[config.mk]
export PLATFORM = sky130hd
export DESIGN_NAME = anubis_ctrl
export DESIGN_NICKNAME = d
export VERILOG_FILES = /design/src/rtl/anubis_ctrl.sv
export SDC_FILE = /design/constraint.sdc
export NUM_CORES = 1
export LEC_CHECK = 0
export ABC_AREA = 1
export BUFFER_PORTS_ARGS = -buffer_cell sky130_fd_sc_hd__buf_2
export CORE_AREA = 2 2 262 264
export CTS_CLUSTER_SIZE = 8
export DETAILED_ROUTE_END_ITERATION = 10
export DIE_AREA = 0 0 264 266
export RECOVER_POWER = 25
export SLEW_MARGIN = 20
export SYNTH_ARGS = -nofsm -noshare
export SYNTH_HDL_FRONTEND = slang
export SYNTH_SLANG_ARGS = --single-unit
[constraint.sdc]
create_clock -name clk -period 1.9 [get_ports clk]
set_input_delay 0.38 -clock clk [delete_from_list [all_inputs] [get_ports clk]]
set_output_delay 0.38 -clock clk [all_outputs]
set_load 0.05 [all_outputs]
[src/rtl/anubis_ctrl.sv]
// Sequencer for a masked block-cipher core: key/plaintext intake, core load
// and run sequencing, ciphertext hand-off, and abort when mask randomness stalls.
module anubis_ctrl #(
  parameter int unsigned CORE_LAT = 16,
  parameter int unsigned LOAD_CYC = 2
) (
  input  logic         clk,
  input  logic         reset,
  input  logic         key_valid,
  input  logic [127:0] key_in,
  output logic         key_ready,
  input  logic         pt_valid,
  input  logic [127:0] pt_in,
  output logic         pt_ready,
  output logic         ct_valid,
  output logic [127:0] ct_out,
  input  logic         ct_ready,
  input  logic         rnd_ok,
  output logic         rnd_en,
  output logic         core_reset,
  output logic [1:0]   core_order,
  output logic [127:0] core_data_in,
  input  logic [127:0] core_data_out,
  output logic         err,
  output logic [15:0]  blk_cnt
);

  localparam int unsigned DW = 128;
  localparam int unsigned CW = 6;
  localparam int unsigned BW = 16;

  localparam logic [CW-1:0] LOAD_INIT = CW'(LOAD_CYC - 1);
  localparam logic [CW-1:0] RUN_INIT  = CW'(CORE_LAT - 1);

  localparam logic [1:0] ORD_KEY  = 2'b00;
  localparam logic [1:0] ORD_PT   = 2'b01;
  localparam logic [1:0] ORD_ENC  = 2'b10;
  localparam logic [1:0] ORD_HOLD = 2'b11;

  typedef enum logic [2:0] {
    S_IDLE, S_CRST, S_LKEY, S_LPT, S_RUN, S_CAP, S_OUT
  } state_e;

  state_e          state_q, state_d;
  logic [CW-1:0]   cnt_q, cnt_d;
  logic [DW-1:0]   key_q, key_d;
  logic [DW-1:0]   pt_q, pt_d;
  logic [DW-1:0]   ct_q, ct_d;
  logic [BW-1:0]   blk_q, blk_d;
  logic            key_loaded_q, key_loaded_d;
  logic            boot_q;
  logic            abort;
  logic            pt_ready_c;

  logic            key_ready_q, key_ready_d;
  logic            ct_valid_q, ct_valid_d;
  logic            rnd_en_q, rnd_en_d;
  logic            core_reset_q, core_reset_d;
  logic [1:0]      core_order_q, core_order_d;
  logic [DW-1:0]   core_data_q, core_data_d;
  logic            err_q, err_d;

  // Plaintext waits while a key is being offered in the same cycle.
  assign pt_ready_c = (state_q == S_IDLE) & key_loaded_q & rnd_ok & ~key_valid;

  always_comb begin
    state_d      = state_q;
    cnt_d        = cnt_q;
    key_d        = key_q;
    key_loaded_d = key_loaded_q;
    pt_d         = pt_q;
    ct_d         = ct_q;
    blk_d        = blk_q;
    abort        = 1'b0;

    unique case (state_q)
      S_IDLE: begin
        if (key_valid) begin
          key_d        = key_in;
          key_loaded_d = 1'b1;
        end else if (pt_valid && pt_ready_c) begin
          pt_d    = pt_in;
          state_d = S_CRST;
        end
      end
      S_CRST: begin
        state_d = S_LKEY;
        cnt_d   = LOAD_INIT;
      end
      S_LKEY: begin
        if (cnt_q == '0) begin
          state_d = S_LPT;
          cnt_d   = LOAD_INIT;
        end else begin
          cnt_d = cnt_q - CW'(1);
        end
      end
      S_LPT: begin
        if (!rnd_ok) begin
          abort = 1'b1;
        end else if (cnt_q == '0) begin
          state_d = S_RUN;
          cnt_d   = RUN_INIT;
        end else begin
          cnt_d = cnt_q - CW'(1);
        end
      end
      S_RUN: begin
        if (!rnd_ok) begin
          abort = 1'b1;
        end else if (cnt_q == '0) begin
          state_d = S_CAP;
        end else begin
          cnt_d = cnt_q - CW'(1);
        end
      end
      S_CAP: begin
        ct_d    = core_data_out;
        blk_d   = blk_q + BW'(1);
        state_d = S_OUT;
      end
      S_OUT: begin
        if (ct_ready) state_d = S_IDLE;
      end
      default: state_d = S_IDLE;
    endcase

    if (abort) begin
      state_d = S_IDLE;
      pt_d    = '0;
    end

    // Outputs are registered from the next state so they align with state_q.
    key_ready_d  = (state_d == S_IDLE);
    ct_valid_d   = (state_d == S_OUT);
    rnd_en_d     = (state_d == S_LPT) || (state_d == S_RUN);
    core_reset_d = boot_q || (state_d == S_CRST) || abort;
    err_d        = abort;
    core_order_d = ORD_HOLD;
    core_data_d  = '0;
    unique case (state_d)
      S_LKEY: begin
        core_order_d = ORD_KEY;
        core_data_d  = key_q;
      end
      S_LPT: begin
        core_order_d = ORD_PT;
        core_data_d  = pt_q;
      end
      S_RUN:   core_order_d = ORD_ENC;
      default: core_order_d = ORD_HOLD;
    endcase
  end

  always_ff @(posedge clk or negedge reset) begin
    if (!reset) begin
      state_q      <= S_IDLE;
      cnt_q        <= '0;
      key_q        <= '0;
      key_loaded_q <= 1'b0;
      pt_q         <= '0;
      ct_q         <= '0;
      blk_q        <= '0;
      boot_q       <= 1'b1;
      key_ready_q  <= 1'b1;
      ct_valid_q   <= 1'b0;
      rnd_en_q     <= 1'b0;
      core_reset_q <= 1'b1;
      core_order_q <= ORD_HOLD;
      core_data_q  <= '0;
      err_q        <= 1'b0;
    end else begin
      state_q      <= state_d;
      cnt_q        <= cnt_d;
      key_q        <= key_d;
      key_loaded_q <= key_loaded_d;
      pt_q         <= pt_d;
      ct_q         <= ct_d;
      blk_q        <= blk_d;
      boot_q       <= 1'b0;
      key_ready_q  <= key_ready_d;
      ct_valid_q   <= ct_valid_d;
      rnd_en_q     <= rnd_en_d;
      core_reset_q <= core_reset_d;
      core_order_q <= core_order_d;
      core_data_q  <= core_data_d;
      err_q        <= err_d;
    end
  end

  assign key_ready    = key_ready_q;
  assign pt_ready     = pt_ready_c;
  assign ct_valid     = ct_valid_q;
  assign ct_out       = ct_q;
  assign rnd_en       = rnd_en_q;
  assign core_reset   = core_reset_q;
  assign core_order   = core_order_q;
  assign core_data_in = core_data_q;
  assign err          = err_q;
  assign blk_cnt      = blk_q;

endmodule

Word-level counts from Yosys, hierarchy flattened
Cells that the tools add are included.
{"block": "word_totals", "elab_cells": 74, "ff_bits": 546, "n_memories": 0, "output_inout_bits": 280, "ramBits": 0, "latchBits": 0, "romBits": 0, "input_bits": 390}
{"block": "op_classes", "n_lt_le_gt_ge": 0, "multipliers": 0, "n_bitwise": 4, "n_eq_ne": 15, "n_reduce_logical": 14, "add_sub_neg": 2, "div_mod_pow": 0, "n_shift": 0, "mux": 24}
{"operator": "128-bit two-way mux", "n": 4}
{"operator": "128-bit case mux with 2 select lines", "n": 1}
{"operator": "6-bit two-way mux", "n": 5}
{"operator": "3-bit two-way mux", "n": 9}
{"operator": "6-bit case mux with 4 select lines", "n": 1}
{"operator": "3-bit case mux with 7 select lines", "n": 1}
{"operator": "16-bit by 1-bit adder with 16-bit output, second input constant", "n": 1}
{"operator": "3-bit equality test, second input constant", "n": 5}
{"operator": "3-bit by 2-bit equality test with 1-bit output, second input constant", "n": 4}
{"operator": "3-bit by 1-bit equality test with 1-bit output, second input constant", "n": 2}
{"operator": "3-bit logical NOT", "n": 2}
{"operator": "6-bit logical NOT", "n": 1}
{"operator": "2-bit != test, second input constant", "n": 3}
{"operator": "2-bit case mux with 3 select lines", "n": 1}
{"operator": "6-bit by 1-bit subtractor with 6-bit output, second input constant", "n": 1}
{"operator": "4-bit AND reduction", "n": 1}
{"operator": "2-bit nonzero test", "n": 2}
{"operator": "4-bit nonzero test", "n": 1}
{"operator": "1-bit AND", "n": 3}
{"operator": "1-bit logical OR", "n": 3}
{"operator": "3-bit AND reduction", "n": 1}
{"operator": "1-bit two-way mux", "n": 2}
{"operator": "2-bit by 1-bit != test with 1-bit output, second input constant", "n": 1}
{"operator": "2-bit AND reduction", "n": 1}
{"operator": "other kinds (3)", "n": 3}

Logic depth before layout (Yosys ltp)
{"block": "logic_depth", "ltp_word": 12, "ltp_mapped": 12, "mapped_depth_nobuf": 12}

Least setup slack after synthesis
No wires, ideal clock.
{"block": "synth_path", "kind": "register to output", "startpoint": "register state_q[2]", "endpoint": "output pt_ready", "t_arrival_ns": 2.066, "slack_ns": -0.546, "path_stages_with_launch": 3, "n_path_buf": 1, "t_required_ns": 1.520, "path_cell_list": "dfrtp_1 > buf_2 > nor4_1"}
{"block": "synth_via", "elab_chain_len": 4}
{"element": "start: declaration", "line_no": "44", "rtl": "state_e state_q, state_d;"}
{"element": "start signal: assignment", "line_no": "173", "rtl": "state_q <= state_d;"}
{"element": "3-bit logical NOT", "line_no": "64", "rtl": "assign pt_ready_c = (state_q == S_IDLE) & key_loaded_q & rnd_ok & ~key_valid;"}
{"element": "1-bit AND (3 in a row)", "line_no": "64"}
{"element": "end: declaration", "line_no": "14", "rtl": "output logic pt_ready,"}
No other way between the ends.

Worst setup path in the final report
{"block": "layout_path", "startpoint": "register cnt_q[1]", "endpoint": "register core_data_q[23] (netlist: core_data_in[23])"}
{"block": "layout_via", "elab_chain_len": 7, "elab_cells_between_ends": 11, "classes_between": "eq/ne (2); mux (8); reduce/logical (1)"}
{"element": "start: declaration", "line_no": "45", "rtl": "logic [CW-1:0] cnt_q, cnt_d;"}
{"element": "start signal: assignment", "line_no": "174", "rtl": "cnt_q <= cnt_d;"}
{"element": "6-bit logical NOT *", "line_no": "91, 101, 111"}
{"element": "3-bit two-way mux, on equally long branches", "line_no": "111, 101"}
{"element": "3-bit two-way mux, on equally long branches", "line_no": "109, 99"}
{"element": "3-bit case mux with 7 select lines *", "line_no": "76", "rtl": "unique case (state_q)"}
{"element": "3-bit two-way mux *", "line_no": "128", "rtl": "if (abort) begin"}
{"element": "3-bit by 2-bit equality test with 1-bit output", "line_no": "141", "rtl": "unique case (state_d)"}
{"element": "128-bit case mux with 2 select lines *", "line_no": "141"}
{"element": "via core_data_d[23]", "line_no": "60", "rtl": "logic [DW-1:0] core_data_q, core_data_d;"}
{"element": "end signal: assignment", "line_no": "186", "rtl": "core_data_q <= core_data_d;"}
{"element": "end: declaration", "line_no": "60"}
Mark *: on every way through the listed nets, which the timed path passes. The rest lies on a longest branch.
A chain may end at the register's enable or synchronous reset.

==> out/metrics.cfg <==
[routing]
ant_nets = 0
vias = 21100
drt-total-wl_microns = 88600
drt_iter0_markers = 1726
route.detailed.wl_per_inst_microns = 21.0
drtPass1Iterations = 6
via_per_inst = 5.00
route.detailed.drc = 0

[outcome]
status = finished, violations left
violations = capacitance limit, setup timing

[global_routing]
track_usage = 0.235
grt_start_max_net_pins = 115
grt_pass1_vias = 21300
grt_pass1_wl_microns = 126000
antenna_found_initial = 4
overflow = 0

[yosys]
synth-edff-count = 0
yosysMostFrequentCell = nand2_1
synth-async-reset-ratio = 1.00
yosysUniqueCellTypes = 31
ys_warn_count = 0
yosys.area.top_type = dfrtp_1
synth-compound-area-share = 0.0322
yosysTopAreaCellShare = 0.615
synthMuxAreaShare = 0.0655
synthFlopType = dfrtp_1
synth_top_family_by_area = simple AND/OR/NAND/NOR gates
synthXorXnorAreaFrac = 0.00557
syn_inst = 2167
synth-simple-area-share = 0.212
synth-seq-cells = 546
synth_commonest_cells = nand2_1, dfrtp_1, nand4_1
syn_nets = 2559
netlist_top_cells_area = dfrtp_1, nand2_1, nand4_1, mux2_2, nand3_1
avgSynthCellArea_sq_um = 10.2
synthAdderAreaFrac = 0.00114
synth_seq_area_share = 0.621
syn_area_sq_um = 22000

[sta]
rsz0062_at_grt = yes
fin_setup_tns_ns = -14.43
finalHoldViolCount = 0
fin_skew_ns = 0.0212
setup_viol_count_final = 186
report.final.slew_viol_count = 0
layout_min_cycle_time_ns = 2.09
clock.fmax_mhz = 480
post-route-period-util = 1.10
tightest_slew_ns = 1.50
slew_headroom = 0.00130
setup_slack_ns = -0.185

[cells_and_area]
final_area_sq_um = 35100
fillers = 5823
multi_input_area_sq_um = 7260
stdcell_count = 4217
fin_util = 0.518
nNetsFinal = 3704
syn_to_final_growth_pct = 59.5
post_route_cells_drive_above_1_share = 0.352
seq_area_sq_um = 13700

[power_and_ir_drop]
ir_drop_v = 0.000991
power_leakage_uw = 0.0177
finalPower_uw = 64400
internal-power_uw = 36500
power.net_switching_uw = 27900
p_per_area_nw_per_um2 = 1830
seqPwrFrac = 0.308
p_clk_frac = 0.198
power_frac_comb = 0.494
p_sw_frac = 0.433

[clock_tree]
clk_latency_ns = 0.63
cts.sinks = 546
cts_root_buf = clkbuf_16
cts.clk_slew.worst_paths_ns = 0.05
clk_path_buf_depth = 3
cts_buffers = 79
cts_tree = done
cts_max_level = 3

[worst_setup_path]
rr_worst_depth = 14
cp_data_required_time_ns = 2.46
cp_max_fo = 7
r2r_end = core_data_in[23]
regToRegSetupSlack_ns = -0.19
cp-end-kind = flop
startpoint_type = flop
worstSetupPathType = reg2reg
cp.arrival_ns = 2.65
r2r-start = cnt_q[1]

[die]
dieArea_sq_um = 70200
pin_count = 670
start_util = 0.325
die_x_microns = 264
die_y_microns = 266
design.core.area_sq_um = 67700
fp-row-count = 96

[worst_hold_path]
holdPathStages = 3
hold_start = core_data_out[25]
hp-class = in2reg
min_to = ct_out[25]

[place]
hpwlAfterDp_microns = 53400
finalWeightedCongestion = 0.823
dpl.cell_count = 3677
port_buffers = 669
dpl-instance-area_sq_um = 27300

[job]
drv_cap = 1

## worst max path at each step
| stage | from | endpoint | slack [ns] | cells after the start |
|---|---|---|---|---|
| 2_1_floorplan | state_q[2] | pt_ready | 0.03 | 2 |
| 3_3_place_gp | cnt_q[1] | core_data_in[58] | -0.07 | 12 |
| 3_5_place_dp | cnt_q[1] | core_data_in[54] | -0.11 | 12 |
| 4_1_cts | state_q[1] | pt_ready | -0.19 | 4 |
| 5_1_grt | cnt_q[1] | core_data_in[23] | -0.25 | 14 |
| 6_report | cnt_q[1] | core_data_in[23] | -0.19 | 14 |
## flip-flops by register name, summed over array words and instances, names as in the netlist
signal	flops
core_data_in	128
ct_out	128
key_q	128
pt_q	128
blk_cnt	16
cnt_q	6
state_q	3
core_order	2
boot_q	1
core_reset	1
ct_valid	1
err	1
key_loaded_q	1
key_ready	1
rnd_en	1
## worst max-delay path, stage by stage, from the launching register on
cell	delay, ns
dfrtp_1	0.36
inv_2	0.06
ha_4	0.18
inv_4	0.06
nor2_4	0.03
nand4_1	0.11
nand2_2	0.08
buf_6	0.13
buf_6	0.11
a21oi_4	0.27
buf_12	0.20
buf_12	0.13
buf_16	0.12
nand4_1	0.09
nand2_1	0.09
## placed cells by master (no fill, tap or decap), types with 7 or more instances in the layout
cell           count
buf_12            55
buf_16            26
buf_2            667
buf_4             77
buf_6             38
buf_8             12
clkbuf_1          11
clkbuf_16         99
dfrtp_1          540
dlygate4sd3_1    331
inv_1            146
mux2_2           128
nand2_1          564
nand2_2            8
nand2_4            7
nand3_1          134
nand4_1          259
nor2_1            14
nor2_4             8
o21ai_0          133
xnor2_1            7
xor2_1             7
## power by group through the flow
stage	Sequential [uW]	Clock, uW	Combinational [uW]
2_1_floorplan	27200	0	8860
3_3_place_gp	19800	0	24600
3_5_place_dp	19800	0	24900
4_1_cts	19700	13000	30500
5_1_grt	20300	13500	33600
6_report	19800	12700	31800
## layout make-up
class,instances,share of cell area
multi-input cells,1299,0.207
repair buffers,1232,0.293
inverters,154,0.0167
well taps,882,0.0314
clock buffers,90,0.0578
clock inverters,10,0.00463
diodes,4,0.000285
flip-flops and latches,546,0.389
## metrics by stage
stage / setup slack, ns / hold slack [ns]
5_1_grt: -0.250 / 0.00860
3_3_place_gp: -0.0716 / 0.230
3_5_place_dp: -0.107 / 0.229
2_1_floorplan: 0.0300 / 0.0844
4_1_cts: -0.186 / 0.0000998
6_report: -0.185 / 0.0346
## cell families after synthesis
group / count (synthesis)
buf+inv: 323
flops: 546
mux: 128
fa+ha+maj: 2
simple gates: 1014
compound gates: 139
other cells: 1
xor+xnor: 14
## routing by layer
layer	global-route usage	up-vias	wire [microns]
li1	-	9559	-
met1	0.281	10300	34600
met2	0.393	989	43200
met3	0.0564	222	6680
met4	0.123	0	4220
met5	0	-	0
## repair_timing
action                                  in CTS  in global routing
setup buffers                               50                 20
hold endpoints to repair                   627                  0
endpoints found under the setup margin     111                297
cloned                                      28                 23
hold buffers                               331                  0
pin swaps                                   38                 68
resized for setup                           87                 68
(Power assumes the default switching activity.)
